==> config.mk <==
export PLATFORM = sky130hd
export DESIGN_NAME = hilo_div_sequencer
export DESIGN_NICKNAME = d
export VERILOG_FILES = /design/src/rtl/hilo_div_sequencer.sv
export SDC_FILE = /design/constraint.sdc
export NUM_CORES = 1
export LEC_CHECK = 0
export BUFFER_PORTS_ARGS = -buffer_cell sky130_fd_sc_hd__buf_2
export CORE_ASPECT_RATIO = 1.2
export CORE_MARGIN = 2
export CORE_UTILIZATION = 40
export DETAILED_ROUTE_END_ITERATION = 16
export SYNTH_ARGS = -nofsm -noshare
export SYNTH_HDL_FRONTEND = slang
export SYNTH_SLANG_ARGS = --single-unit
==> constraint.sdc <==
create_clock -name clock -period 7.55 [get_ports clock]
set_input_delay 1.51 -clock clock [delete_from_list [all_inputs] [get_ports clock]]
set_output_delay 1.51 -clock clock [all_outputs]
set_load 0.01 [all_outputs]
==> src/rtl/hilo_div_sequencer.sv <==
// Multi-cycle DIV/DIVU unit producing HI (remainder) and LO (quotient).
// Restoring divider on magnitudes, sign fix-up, and hazard stall outputs.
module hilo_div_sequencer #(
    parameter int WIDTH = 32
) (
    input  logic             clock,
    input  logic             reset_n,
    input  logic             start,
    input  logic             is_signed,
    input  logic [WIDTH-1:0] dividend,
    input  logic [WIDTH-1:0] divisor,
    input  logic             mf_op_D,
    output logic             busy,
    output logic             stall_mf,
    output logic             stall_div,
    output logic             done,
    output logic [WIDTH-1:0] div_hi,
    output logic [WIDTH-1:0] div_lo,
    output logic             div_by_zero
);

    localparam int CW = $clog2(WIDTH + 1);

    typedef enum logic [1:0] {
        IDLE,
        RUN,
        FIX,
        DONE
    } state_t;

    state_t state;
    state_t state_nxt;

    logic [WIDTH-1:0] dvd;
    logic [WIDTH-1:0] dvs;
    logic [WIDTH-1:0] rem;
    logic [WIDTH-1:0] quo;
    logic [CW-1:0]    cnt;
    logic             sign_q;
    logic             sign_r;
    logic             dz;

    logic             accept;
    logic [WIDTH-1:0] mag_a;
    logic [WIDTH-1:0] mag_b;
    logic [WIDTH:0]   partial;
    logic [WIDTH:0]   trial;
    logic [WIDTH-1:0] fix_quo;
    logic [WIDTH-1:0] fix_rem;

    always_ff @(posedge clock or negedge reset_n) begin
        if (!reset_n) begin
            state <= IDLE;
        end else begin
            state <= state_nxt;
        end
    end

    always_comb begin
        state_nxt = state;
        busy      = 1'b0;
        done      = 1'b0;
        accept    = 1'b0;
        unique case (state)
            IDLE: begin
                accept = start;
                if (start) begin
                    state_nxt = RUN;
                end
            end
            RUN: begin
                busy = 1'b1;
                if (cnt == CW'(1)) begin
                    state_nxt = FIX;
                end
            end
            FIX: begin
                busy      = 1'b1;
                state_nxt = DONE;
            end
            DONE: begin
                done      = 1'b1;
                accept    = start;
                state_nxt = start ? RUN : IDLE;
            end
            default: state_nxt = IDLE;
        endcase
    end

    assign stall_mf  = mf_op_D & (busy | done);
    assign stall_div = start & busy;

    assign mag_a = (is_signed & dividend[WIDTH-1]) ? -dividend : dividend;
    assign mag_b = (is_signed & divisor[WIDTH-1]) ? -divisor : divisor;

    // Partial remainder needs one extra bit: 2*rem+1 can exceed WIDTH bits.
    assign partial = {rem, quo[WIDTH-1]};
    assign trial   = partial - {1'b0, dvs};

    assign fix_quo = dz ? '1  : (sign_q ? -quo : quo);
    assign fix_rem = dz ? dvd : (sign_r ? -rem : rem);

    always_ff @(posedge clock or negedge reset_n) begin
        if (!reset_n) begin
            dvd         <= '0;
            dvs         <= '0;
            rem         <= '0;
            quo         <= '0;
            cnt         <= '0;
            sign_q      <= 1'b0;
            sign_r      <= 1'b0;
            dz          <= 1'b0;
            div_hi      <= '0;
            div_lo      <= '0;
            div_by_zero <= 1'b0;
        end else begin
            if (accept) begin
                dvd    <= dividend;
                dvs    <= mag_b;
                quo    <= mag_a;
                rem    <= '0;
                cnt    <= CW'(WIDTH);
                sign_q <= is_signed & (dividend[WIDTH-1] ^ divisor[WIDTH-1]);
                sign_r <= is_signed & dividend[WIDTH-1];
                dz     <= (divisor == '0);
            end else if (state == RUN) begin
                if (!trial[WIDTH]) begin
                    rem <= trial[WIDTH-1:0];
                    quo <= {quo[WIDTH-2:0], 1'b1};
                end else begin
                    rem <= partial[WIDTH-1:0];
                    quo <= {quo[WIDTH-2:0], 1'b0};
                end
                cnt <= cnt - CW'(1);
            end
            // Results land on the DONE entry edge so they align with done.
            if (state == FIX) begin
                div_lo      <= fix_quo;
                div_hi      <= fix_rem;
                div_by_zero <= dz;
            end
        end
    end

endmodule

==> impl_metrics.py <==
metrics = {
    "detailed_routing": {
        "routed-via-count": 11147,
        "drc": 0,
        "dr.pass1.iters": 5,
        "drt_iter0_drc": 701,
        "wire_per_inst_um": 16.97,
        "ant_nets": 0,
        "avgViaCountPerCell": 5.440,
        "routed_wl_um": 34780,
    },
    "layout": {
        "fin_cells": 2049,
        "syn2layout_area_growth_pct": 12.89,
        "num-nets-final": 1740,
        "diodes": 0,
        "drive_above_1_share_pct": 13.03,
        "fin_util_pct": 45.84,
        "fillers": 3204,
    },
    "setup_path": {
        "cpPeakStageDelay_ns": 0.81,
        "setup.worst_path.end_class": "flop",
        "cp-startpoint": "quo[31]$_DFFE_PN0P_",
        "worst-setup-path-type": "reg2reg",
        "cp_num_buf_inv": 2,
        "endpoint": "rem[1]$_DFFE_PN0P_",
        "critPathTopFamily": "compound AO/OA/AOI/OAI gates",
        "path_max_fanout": 27,
        "slowest_stage": "a2111oi_1",
        "crit_arrival_ns": 4.48,
        "worstPathRequired_ns": 7.98,
        "cp.depth": 12,
        "worst-r2r-cell-count": 12,
        "path_cells": "inv_1, ha_1, fa_1, nor2b_1, o2111ai_1, a2111oi_1, or3_4, a2111oi_4, nor3_4, buf_4, mux2_1, o21ai_1",
        "r2r-end": "rem[1]$_DFFE_PN0P_",
        "reg2reg_from": "quo[31]$_DFFE_PN0P_",
        "setup.worst_path.start_class": "flop",
        "r2r_slack_ns": 3.51,
    },
    "grt": {
        "grt_max_degree": 112,
        "use_met2_pct": 33.34,
        "gr-max-usage-layer": "met2",
        "grt_usage_pct": 20.04,
        "grt_pass1_wl_um": 55610,
        "grtUsageMet3_pct": 1.997,
        "gr-total-overflow": 0,
        "grtUsageMet1_pct": 27.59,
        "antenna_found_initial": 0,
        "grt_pass1_vias": 10364,
    },
    "synth": {
        "syn_inst": 1537,
        "yosys_warnings": 0,
        "synth_commonest_cells": "nand2_1 (225), dfrtp_1 (204), o21ai_0 (142)",
        "yosysUniqueCellTypes": 69,
        "ys_seq_area_share_pct": 38.98,
        "avgSynthCellArea_um2": 8.521,
        "synth_nets": 1650,
        "synth_edf_count": 0,
        "synth.area.mux_share_pct": 5.704,
        "synth_area_um2": 13100,
        "netlist_top_cells_area": "dfrtp_1 (39%), nand2_1 (6.4%), o21ai_0 (5.4%)",
        "yosys.area_share.simple_pct": 17.76,
        "synth_area_leader_cell": "dfrtp_1",
        "yosys.cell_count.top_type": "nand2_1",
        "synthArstFlopShare_pct": 100.0,
        "synth_top_family_by_area": "compound AO/OA/AOI/OAI gates",
        "synth_fa_ha_area_share_pct": 4.261,
        "synth_top_cell_area_share_pct": 38.98,
        "synth_xor_area_share_pct": 9.697,
        "ys_ff_latch": 204,
        "synth-compound-area-share_pct": 19.51,
        "ys.flop_type": "dfrtp_1",
    },
    "floorplan": {
        "core_um2": 32250,
        "dieArea_um2": 34210,
        "io_pins": 138,
        "rows": 72,
        "die-width_um": 169.2,
        "die_y_um": 202.2,
        "start_util_pct": 40.61,
    },
    "sta": {
        "hold_violations": 0,
        "skew_ns": 0.01071,
        "fmax_ghz": 0.2473,
        "fin_crit_sh_pct": 53.56,
        "slew_viol_final": 0,
        "max_slew_margin_pct": 32.00,
        "worst_slew_pin_slew_ns": 1.020,
        "setup_viol": 0,
        "rsz0062_at_grt": "no",
        "min_period_ns": 4.044,
        "fin_tns_setup_ns": 0,
    },
    "pwr": {
        "p_clk_share_pct": 13.6,
        "p_int_w": 0.004105,
        "comb_power_share_pct": 58.1,
        "switching_share_pct": 46.88,
        "p_sw_w": 0.003623,
        "p_leak_nw": 6.582,
        "power_density_nw_per_um2": 522.7,
        "seqPwrFrac_pct": 28.3,
        "ir_drop_v": 0.0002755,
    },
    "cts": {
        "post_cts_buffers": 0,
        "clkTransAtPathRegs_ns": 0.06,
        "cts_tree": "yes",
        "hold_buffers": 0,
        "clockBufferDepth": 3,
        "cts_max_level": 1,
        "cts_root_buf": "clkbuf_16",
        "worstSkewPairLatency_ns": 0.52,
        "post_cts_resize_count": 0,
        "clkSinkCount": 204,
        "cts_buffers": 22,
    },
    "worst_hold_path": {
        "hp-class": "reg2reg",
        "min_from": "dvd[17]$_DFFE_PN0P_",
    },
    "place": {
        "place_hpwl_um": 25980,
        "portBuffers": 137,
        "dpl.cell_count": 2010,
        "gp_congestion": 0.9026,
    },
    "job": {
        "maxCapViolations": 0,
    },
    "run_status": {
        "status": "finished clean",
    },
}
## sequential cells by signal, summed over array words and instances (netlist names)
name	count
state	2
rem	32
div_lo	32
dvd	32
dz	1
quo	32
dvs	32
sign_r	1
cnt	6
sign_q	1
div_hi	32
div_by_zero	1
## cell type report
cell class	instances	area (um^2)	share of cell area (%)
Clock buffer	34	666.9	4.511
Clock inverter	5	27.53	0.1862
Inverter	58	217.7	1.473
Multi-Input combinational cell	1196	7502	50.74
Sequential cell	204	5106	34.54
Tap cell	407	509.2	3.444
Timing Repair Buffer	145	754.5	5.103
## how the worst min path moves through the flow
stage	slack, ns	cells after the start	endpoint
finish	0.48	2	dvd[17]$_DFFE_PN0P_
global route	0.50	2	dvd[15]$_DFFE_PN0P_
CTS	0.48	2	dvd[17]$_DFFE_PN0P_
detailed placement	0.46	2	dvd[17]$_DFFE_PN0P_
global placement	0.46	2	dvd[13]$_DFFE_PN0P_
floorplan	0.45	2	dvd[18]$_DFFE_PN0P_
## layer usage
metal  part of all wire [%]  vias up
met2                     47      271
met5                      0        -
li1                       -     5578
met1                     46     5248
met4                    2.6        0
met3                    4.1       50
## cells in the final DEF (no fill, tap or decap), drive strengths merged, types with 5 or more instances in the layout
cell type	Yosys	layout
nand2	225	225
o21ai	153	153
and3	11	11
a21o	21	21
nor4	19	19
nand2b	14	14
dfrtp	204	204
nand3	22	22
a31oi	18	18
nor2	124	124
xnor2	74	74
clkbuf	56	35
nor2b	17	17
or2	5	5
or4	10	10
clkinv	1	5
ha	43	43
and2	10	10
xor2	71	71
o22a	10	10
mux2	18	18
buf	23	144
o21bai	6	6
nor3	24	24
o41ai	11	11
nand4	8	8
a211oi	14	14
o21a	5	5
a21oi	134	134
inv	57	57
o31ai	24	24
mux2i	54	54
or3	13	13
## per-stage QoR
step	hold slack (ns)	power [W]	cell area (um^2)	setup WS [ns]
finish	0.4762	0.007728	14780	3.506
global route	0.5044	0.008428	14780	3.193
CTS	0.4777	0.007777	14780	3.475
detailed placement	0.4624	0.006696	14090	3.503
global placement	0.4584	0.006628	14090	3.523
floorplan	0.4454	0.005503	13100	3.961
## kinds of logic after synthesis
logic type	Yosys count
AO/OA/AOI/OAI	425
XOR/XNOR	145
adder cells (fa/ha/maj)	44
buffers and inverters	137
flip-flops	204
multiplexers	72
AND/OR/NAND/NOR	510
## worst reg2reg max path: stages, from the launching register on
cell	delay [ns]
dfrtp_1	0.38
inv_1	0.08
ha_1	0.21
fa_1	0.41
nor2b_1	0.16
o2111ai_1	0.15
a2111oi_1	0.81
or3_4	0.30
a2111oi_4	0.09
nor3_4	0.41
buf_4	0.46
mux2_1	0.38
o21ai_1	0.13
## power by group through the flow
stage / clock, W / combinational (W) / sequential (W)
floorplan: 0 / 0.00342 / 0.00208
global placement: 0 / 0.00445 / 0.00218
detailed placement: 0 / 0.00450 / 0.00220
CTS: 0.00108 / 0.00452 / 0.00218
global route: 0.00112 / 0.00504 / 0.00226
finish: 0.00105 / 0.00449 / 0.00219
Note: power is estimated with default switching activity, not from simulation.
